File: config.mk
export PLATFORM = sky130hd
export DESIGN_NAME = vpp_meter_multi
export DESIGN_NICKNAME = d
export VERILOG_FILES = /design/src/rtl/vpp_meter_multi.sv
export SDC_FILE = /design/constraint.sdc
export NUM_CORES = 1
export LEC_CHECK = 0
export CORE_UTILIZATION = 35
export CTS_BUF_LIST = sky130_fd_sc_hd__clkbuf_8 sky130_fd_sc_hd__clkbuf_16
export DETAILED_ROUTE_END_ITERATION = 10
export PLACE_DENSITY = 0.56
export SYNTH_ARGS = -nofsm -noshare
export SYNTH_HDL_FRONTEND = slang
export SYNTH_SLANG_ARGS = --single-unit
File: constraint.sdc
create_clock -name clk -period 4.1 [get_ports clk]
set_input_delay 0.82 -clock clk [delete_from_list [all_inputs] [get_ports clk]]
set_output_delay 0.82 -clock clk [all_outputs]
set_load 0.05 [all_outputs]
File: src/rtl/vpp_meter_multi.sv
// Windowed max/min/Vpp meter with 2^avg_log2 window averaging and start/busy/valid handshake.
// Optional stall watchdog enabled by defining VPP_TIMEOUT_EN.
module vpp_meter_multi #(
  parameter int DW           = 12,
  parameter int CNT_W        = 32,
  parameter int AVG_MAX_LOG2 = 4,
  parameter int TIMEOUT_CYC  = 1000000
) (
  input  logic             clk,
  input  logic             rst_n,
  input  logic             sample_en,
  input  logic [DW-1:0]    din,
  input  logic [CNT_W-1:0] times,
  input  logic [2:0]       avg_log2,
  input  logic             start,
  input  logic             abort,
  output logic             busy,
  output logic             vpp_valid,
  output logic [DW-1:0]    max_out,
  output logic [DW-1:0]    min_out,
  output logic [DW-1:0]    vpp_out,
  output logic             timeout
);

  localparam int         WCW       = AVG_MAX_LOG2 + 1;
  localparam int         AW        = DW + AVG_MAX_LOG2;
  localparam logic [2:0] AVG_CLAMP = 3'(AVG_MAX_LOG2);

  typedef enum logic [1:0] {IDLE, ACQ, WEND, DONE} state_t;

  state_t           state, state_nxt;
  logic [CNT_W-1:0] times_l, scnt;
  logic [2:0]       avg_l;
  logic [DW-1:0]    wmax, wmin, gmax, gmin;
  logic [AW-1:0]    acc;
  logic [WCW-1:0]   wcnt;
  logic             last_win, win_full, stall;

  assign last_win = (wcnt + WCW'(1)) == (WCW'(1) << avg_l);
  assign win_full = sample_en && ((scnt + CNT_W'(1)) == times_l);
  assign busy     = (state != IDLE);

`ifdef VPP_TIMEOUT_EN
  logic [31:0] stall_cnt;

  assign stall = (state == ACQ) && !sample_en && (stall_cnt == 32'(TIMEOUT_CYC - 1));

  always_ff @(posedge clk or negedge rst_n) begin
    if (!rst_n)
      stall_cnt <= '0;
    else if (state != ACQ || sample_en || abort)
      stall_cnt <= '0;
    else
      stall_cnt <= stall_cnt + 32'd1;
  end

  always_ff @(posedge clk or negedge rst_n) begin
    if (!rst_n)
      timeout <= 1'b0;
    else if (state == IDLE && start && !abort)
      timeout <= 1'b0;
    else if (stall && !abort)
      timeout <= 1'b1;
  end
`else
  assign stall   = 1'b0;
  assign timeout = 1'b0;
`endif

  always_ff @(posedge clk or negedge rst_n) begin
    if (!rst_n)
      state <= IDLE;
    else
      state <= state_nxt;
  end

  // A sample seeding the next window in WEND completes it at once when times is 1.
  always_comb begin
    state_nxt = state;
    case (state)
      IDLE: if (start) state_nxt = ACQ;
      ACQ: begin
        if (win_full)   state_nxt = WEND;
        else if (stall) state_nxt = IDLE;
      end
      WEND: begin
        if (last_win)                                 state_nxt = DONE;
        else if (sample_en && times_l == CNT_W'(1))   state_nxt = WEND;
        else                                          state_nxt = ACQ;
      end
      DONE:    state_nxt = IDLE;
      default: state_nxt = IDLE;
    endcase
    if (abort) state_nxt = IDLE;
  end

  always_ff @(posedge clk or negedge rst_n) begin
    if (!rst_n) begin
      times_l   <= '0;
      avg_l     <= '0;
      scnt      <= '0;
      wmax      <= '0;
      wmin      <= '0;
      gmax      <= '0;
      gmin      <= '0;
      acc       <= '0;
      wcnt      <= '0;
      max_out   <= '0;
      min_out   <= '0;
      vpp_out   <= '0;
      vpp_valid <= 1'b0;
    end else begin
      vpp_valid <= 1'b0;
      if (!abort) begin
        case (state)
          IDLE: if (start) begin
            times_l <= (times == '0) ? CNT_W'(1) : times;
            avg_l   <= (avg_log2 > AVG_CLAMP) ? AVG_CLAMP : avg_log2;
            wmax    <= '0;
            wmin    <= '1;
            scnt    <= '0;
            gmax    <= '0;
            gmin    <= '1;
            acc     <= '0;
            wcnt    <= '0;
          end
          ACQ: if (sample_en) begin
            wmax <= (din > wmax) ? din : wmax;
            wmin <= (din < wmin) ? din : wmin;
            scnt <= scnt + CNT_W'(1);
          end
          WEND: begin
            acc  <= acc + AW'(wmax - wmin);
            gmax <= (wmax > gmax) ? wmax : gmax;
            gmin <= (wmin < gmin) ? wmin : gmin;
            wcnt <= wcnt + WCW'(1);
            if (!last_win) begin
              if (sample_en) begin
                wmax <= din;
                wmin <= din;
                scnt <= CNT_W'(1);
              end else begin
                wmax <= '0;
                wmin <= '1;
                scnt <= '0;
              end
            end
          end
          DONE: begin
            max_out   <= gmax;
            min_out   <= gmin;
            vpp_out   <= DW'(acc >> avg_l);
            vpp_valid <= 1'b1;
          end
          default: ;
        endcase
      end
    end
  end

endmodule
==> results.toml, run 1 <==
[grt]
globalRouteOverflowTotal = 0
grt_first_pass_wirelength_mm = 50.3
grt_max_degree = 86
grt_pass1_vias = 9253
antenna_found_initial = 3
grt_usage_pct = 19.0

[yosys]
yosysSeqAreaShare_pct = 38.3
ys.flop_type = "dfrtp_1"
yosys-top-cells-area = "dfrtp_1 38%, ha_1 9.0%, o21ai_0 6.4%"
synth_compound_area_share_pct = 18.0
synth_common_cells = "175 x dfrtp_1, 146 x o21ai_0, 123 x nand2_1"
yosys.area.top_type = "dfrtp_1"
synth_edf_count = 0
synthCells = 1253
syn_area_um2 = 11400
synth_top_family_by_area = "compound AO/OA/AOI/OAI gates"
synthMuxAreaShare_pct = 7.62
ys_ff_latch = 175
yosys_warnings = 0
synth_cell_type_count = 73
yosysTopAreaCellShare_pct = 38.3
syn_area_per_cell_um2 = 9.13
synth_most_common_cell = "dfrtp_1"
yosys.area_share.simple_pct = 17.2
syn_nets = 1389
yosys.area_share.adder_pct = 9.32
async_flop_share_pct = 100
synth-xor-area-share_pct = 4.83

[die]
die_area_um2 = 33400
rows = 65
die_w_um = 183
num_io_pins = 91
die_h_um = 183
fp.coreArea_um2 = 31900
start_util_pct = 35.9

[critical_path]
worstSetupPathType = "register to register"
critPathMaxStageDelay_ns = 0.40
critical_path_peak_fanout = 3
cp.required_ns = 4.46
crit_chain = "inv_1, ha_1, fa_1, nand2b_1, a21boi_2, o21ai_1, a21oi_2, a21oi_1, xnor2_1, ha_1, a21o_1, a21oi_1, o21ai_0, a41o_1, o41ai_2, xnor2_1, o211ai_1, a21boi_0"
endpoint_kind = "register"
reg2reg_from = "wmax[0]"
rr_endpoint = "acc[15]"
crit_arrival_ns = 4.13
path_depth = 18
cp_slowest_cell = "fa_1"
critPathTopFamily = "compound AO/OA/AOI/OAI gates"
rr_worst_depth = 18
crit_buf_inv = 1
cp-start-kind = "register"
reg2reg_slack_ns = 0.33

[pwr]
seq_power_share_pct = 32.2
clkPwrFrac_pct = 19.7
leakage_nw = 5.82
p_switching_mw = 3.40
swShare_pct = 42.1
powerDensity_nw_per_um2 = 600
total_power_mw = 8.08
pwr-share-comb_pct = 48.0
p_int_mw = 4.68
peakVddDrop_v = 0.000345

[cells_and_area]
final_cell_area_um2 = 13500
insertedDiodeCount = 0
area_growth_pct = 17.6
postLayoutCoreUtil_pct = 42.2
final-instance-count-excl-fill = 1774
drive_above_1_share_pct = 10.0
fin_nets = 1463

[placed_design]
dp_slack_ns = -0.162
placed_area_um2 = 12800
io_buffers = 89
dp_cells = 1740
dp_hpwl_mm = 22.6
gp_congestion = 0.877

[drt]
drtIter0Drc = 614
num_vias = 9548
vias_per_cell = 5.38
wire_per_inst_um = 17.1
post-route-drc-count = 0
firstDrtPassIters = 5
postRouteAntennaNets = 0
drt_wl_total_mm = 30.3

[clock_network]
cts_max_level = 4
cts_tree = "yes"
cts-buffers-inserted = 17
worstSkewPairLatency_ns = 0.44
cts.clk_slew.worst_paths_ns = 0.07
cts_root_buf = "clkbuf_16"
cts_sinks = 175
clock_path_buffers = 2

[sta]
max_freq_mhz = 265
final.setup.tns_ns = 0
post-route-period-util_pct = 92.0
hold-worst-slack_ns = 0.449
worst_pin_slew_ns = 0.886
clock_skew_ns = 0.00829
timing.final.ws_setup_ns = 0.328
slew_headroom_pct = 40.9
hold_viol = 0
finalMaxSlewViolations = 0
fin_crit_ns = 3.77
setup_viol = 0

[flow_run]
maxCapViolations = 0

[worst_hold_path]
min_path_type = "primary input to async pin"

[status]
outcome = "finished clean"
## cell families after synthesis
logic type               Yosys count
AO/OA/AOI/OAI                    332
flip-flops                       175
AND/OR/NAND/NOR                  386
XOR/XNOR                          63
adder cells (fa/ha/maj)           84
multiplexers                      76
other                              1
buffers and inverters            136
## routing by layer
metal	GRT usage, %	part of all wire [%]
met5	0	0.13
met1	27.3	50
met4	5.61	1.5
met2	29.0	44
met3	3.47	3.8
## what timing repair did
item	4_1_cts	5_1_grt
setup buffers	0	3
hold endpoints to repair	0	0
gates resized for setup	2	12
pin swaps	0	5
endpoints found under the setup margin	1	2
hold buffers	0	0
## registers in the layout, indices dropped and copies added, names as in the netlist
| signal | count |
|---|---|
| gmax | 12 |
| scnt | 32 |
| state | 2 |
| wcnt | 5 |
| vpp_valid | 1 |
| wmin | 12 |
| avg_l | 3 |
| times_l | 32 |
| min_out | 12 |
| acc | 16 |
| gmin | 12 |
| wmax | 12 |
| max_out | 12 |
| vpp_out | 12 |
## power by group through the flow
stage	Clock (mW)	Combinational (mW)	Sequential (mW)
3_5_place_dp	0	3.82	2.64
6_report	1.59	3.88	2.60
4_1_cts	1.64	3.84	2.61
5_1_grt	1.71	4.30	2.68
2_1_floorplan	0	2.54	2.76
3_3_place_gp	0	3.76	2.63
## how the worst max path moves through the flow
| stage | start | endpoint | slack [ns] |
|---|---|---|---|
| floorplan | wmax[0] | acc[15] | 0.45 |
| global placement | wmax[0] | acc[15] | -0.06 |
| detailed placement | wmax[0] | acc[15] | -0.16 |
| CTS | wmin[1] | acc[15] | 0.06 |
| global route | wmax[0] | acc[15] | -0.006 |
| finish | wmax[0] | acc[15] | 0.33 |
## area by class of cell
class	instances	area [um2]
fill	3233	18400
multi-input combinational	942	6580
sequential	175	4380
timing repair buffer	118	1120
tap	435	544
clock buffer	17	425
inverter	73	274
clock inverter	14	130
## cells in the final DEF (no fill, tap or decap), drive strengths merged, types with 15 or more instances in the layout
cell type,n
clkbuf,17
mux2,48
nor2b,18
inv,76
a21o,18
xor2,26
nand4,25
o31ai,22
xnor2,37
dfrtp,175
a21oi,51
nor2,80
nor3,23
nand2,123
o21ai,147
buf,30
clkdlybuf4s50,88
a22o,15
ha,82
nor4,25
nand3,22
mux2i,24
(Power assumes the default switching activity.)
==> run 2: changes to the inputs <==
- PLACE_DENSITY: 0.56 -> 0.53
==> results.toml, run 2 (same netlist as run 1, synthesis figures left out) <==
[sta]
worst_pin_slew_ns = 0.805
finalMaxSlewViolations = 0
slew_headroom_pct = 46.2
hold-worst-slack_ns = 0.357
setup_viol = 0
max_freq_mhz = 258
clock_skew_ns = 0.0106
post-route-period-util_pct = 94.4
hold_viol = 0
fin_crit_ns = 3.87

[worst_hold_path]
min_path_type = "primary input to async pin"

[pwr]
powerDensity_nw_per_um2 = 601
total_power_mw = 8.09
peakVddDrop_v = 0.000344
leakage_nw = 5.81

[die]
rows = 65
start_util_pct = 35.9
num_io_pins = 91
die_h_um = 183
fp.coreArea_um2 = 31900
die_w_um = 183
die_area_um2 = 33400

[critical_path]
critPathMaxStageDelay_ns = 0.41
cp_slowest_cell = "fa_1"
reg2reg_slack_ns = 0.23
crit_buf_inv = 1
rr_worst_depth = 18
cp-start-kind = "register"
reg2reg_from = "wmax[0]"
critical_path_peak_fanout = 2
rr_endpoint = "acc[15]"
cp.required_ns = 4.47
endpoint_kind = "register"
critPathTopFamily = "compound AO/OA/AOI/OAI gates"
crit_chain = "inv_1, ha_1, fa_1, nand2b_1, a21boi_2, o21ai_0, a21oi_1, a21oi_1, xnor2_1, ha_1, a21o_1, a21oi_1, o21ai_1, a41o_1, o41ai_2, xnor2_1, o211ai_1, a21boi_1"
crit_top_cell = "a21oi_1"
crit_arrival_ns = 4.24
worstSetupPathType = "register to register"

[clock_network]
cts_max_level = 4
holdBufCountCts = 0
cts-buffers-inserted = 17
clock_path_buffers = 2
cts_root_buf = "clkbuf_16"
cts.clk_slew.worst_paths_ns = 0.07
cts_tree = "yes"
worstSkewPairLatency_ns = 0.45
cts_sinks = 175

[status]
outcome = "finished clean"

[drt]
postRouteAntennaNets = 0
drt_wl_total_mm = 30.6
post-route-drc-count = 0
wire_per_inst_um = 17.2
num_vias = 9395
vias_per_cell = 5.29
drtIter0Drc = 664
firstDrtPassIters = 5

[cells_and_area]
drive_above_1_share_pct = 10.1
fin_nets = 1464
fillers = 3209
final-instance-count-excl-fill = 1777
most-common-layout-cells = "174 x dfrtp_1, 144 x o21ai_0, 123 x nand2_1"
top_regs = "scnt: 32 flops, times_l: 32 flops, acc: 16 flops"
final_common_cell = "dfrtp_1"
area_growth_pct = 17.7

[placed_design]
io_buffers = 89
dp_hpwl_mm = 23.1
dp_cells = 1742
gp_congestion = 0.888

[grt]
grt_max_degree = 62
antenna_found_initial = 1
grt_first_pass_wirelength_mm = 50.4
use_met1_pct = 27.5
globalRouteMet3Util_pct = 3.22
grt_usage_pct = 19.2
globalRouteOverflowTotal = 0
grt_pass1_vias = 9205
grtUsageMet2_pct = 29.1
top_usage_layer = "met2"

[flow_run]
maxCapViolations = 0
[run 2: cell count changes in the layout (fill, tap and decap cells not counted)]
cell / change
inv_6: +6
clkinv_2: -2
inv_1: -2
a21oi_1: +1
a21oi_2: -1
a31oi_1: +1
a31oi_2: -1
buf_4: +1
bufinv_16: -1
diode_2: +1
o21ai_0: +1
o21ai_1: -1
[run 2: per-stage QoR]
stage	setup slack [ns]	instance area [um2]	setup TNS [ns]	util, %
6_report	0.229	13500	0	42.2
5_1_grt	-0.0308	13500	-0.0308	42.2
4_1_cts	0.0456	13400	0	42.1
3_5_place_dp	-0.143	12800	-0.143	40.3
3_3_place_gp	-0.0415	12800	-0.0415	40.3
2_1_floorplan	0.447	11400	0	-
[run 2: routing by layer]
layer,part of all wire [%],vias to the layer above
li1,-,4675
met4,2.1,0
met5,0,-
met1,51,4518
met2,44,164
met3,3.5,38
[run 2: how the worst max path moves through the flow]
stage | start | to | slack [ns] | cells after the start
floorplan | wmax[0] | acc[15] | 0.45 | 18
global placement | wmax[0] | acc[15] | -0.04 | 17
detailed placement | wmax[0] | acc[15] | -0.14 | 17
CTS | wmin[1] | acc[15] | 0.05 | 19
global route | wmax[0] | acc[15] | -0.03 | 18
finish | wmax[0] | acc[15] | 0.23 | 18
[run 2: repair_timing]
action	CTS	global route
setup buffers	0	2
endpoints found under the setup margin	1	1
pin swaps	0	3
endpoints found under the hold margin	0	0
resized for setup	1	10
[run 2: report_power, final]
| part | switching, mW | internal (mW) |
|---|---|---|
| clock | 0.761 | 0.843 |
| combinational | 2.21 | 1.65 |
| sequential | 0.478 | 2.14 |
| total | 3.45 | 4.63 |
[run 2: final cells by class]
cell class                      instances  area, um2  area share (%)
Timing Repair Buffer                  119       1130            8.40
Clock buffer                           17        425            3.16
Tap cell                              435        544            4.04
Inverter                               73        274            2.04
Sequential cell                       175       4380            32.5
Multi-Input combinational cell        942       6570            48.8
Antenna cell                            1       2.50          0.0186
Clock inverter                         15        135            1.00
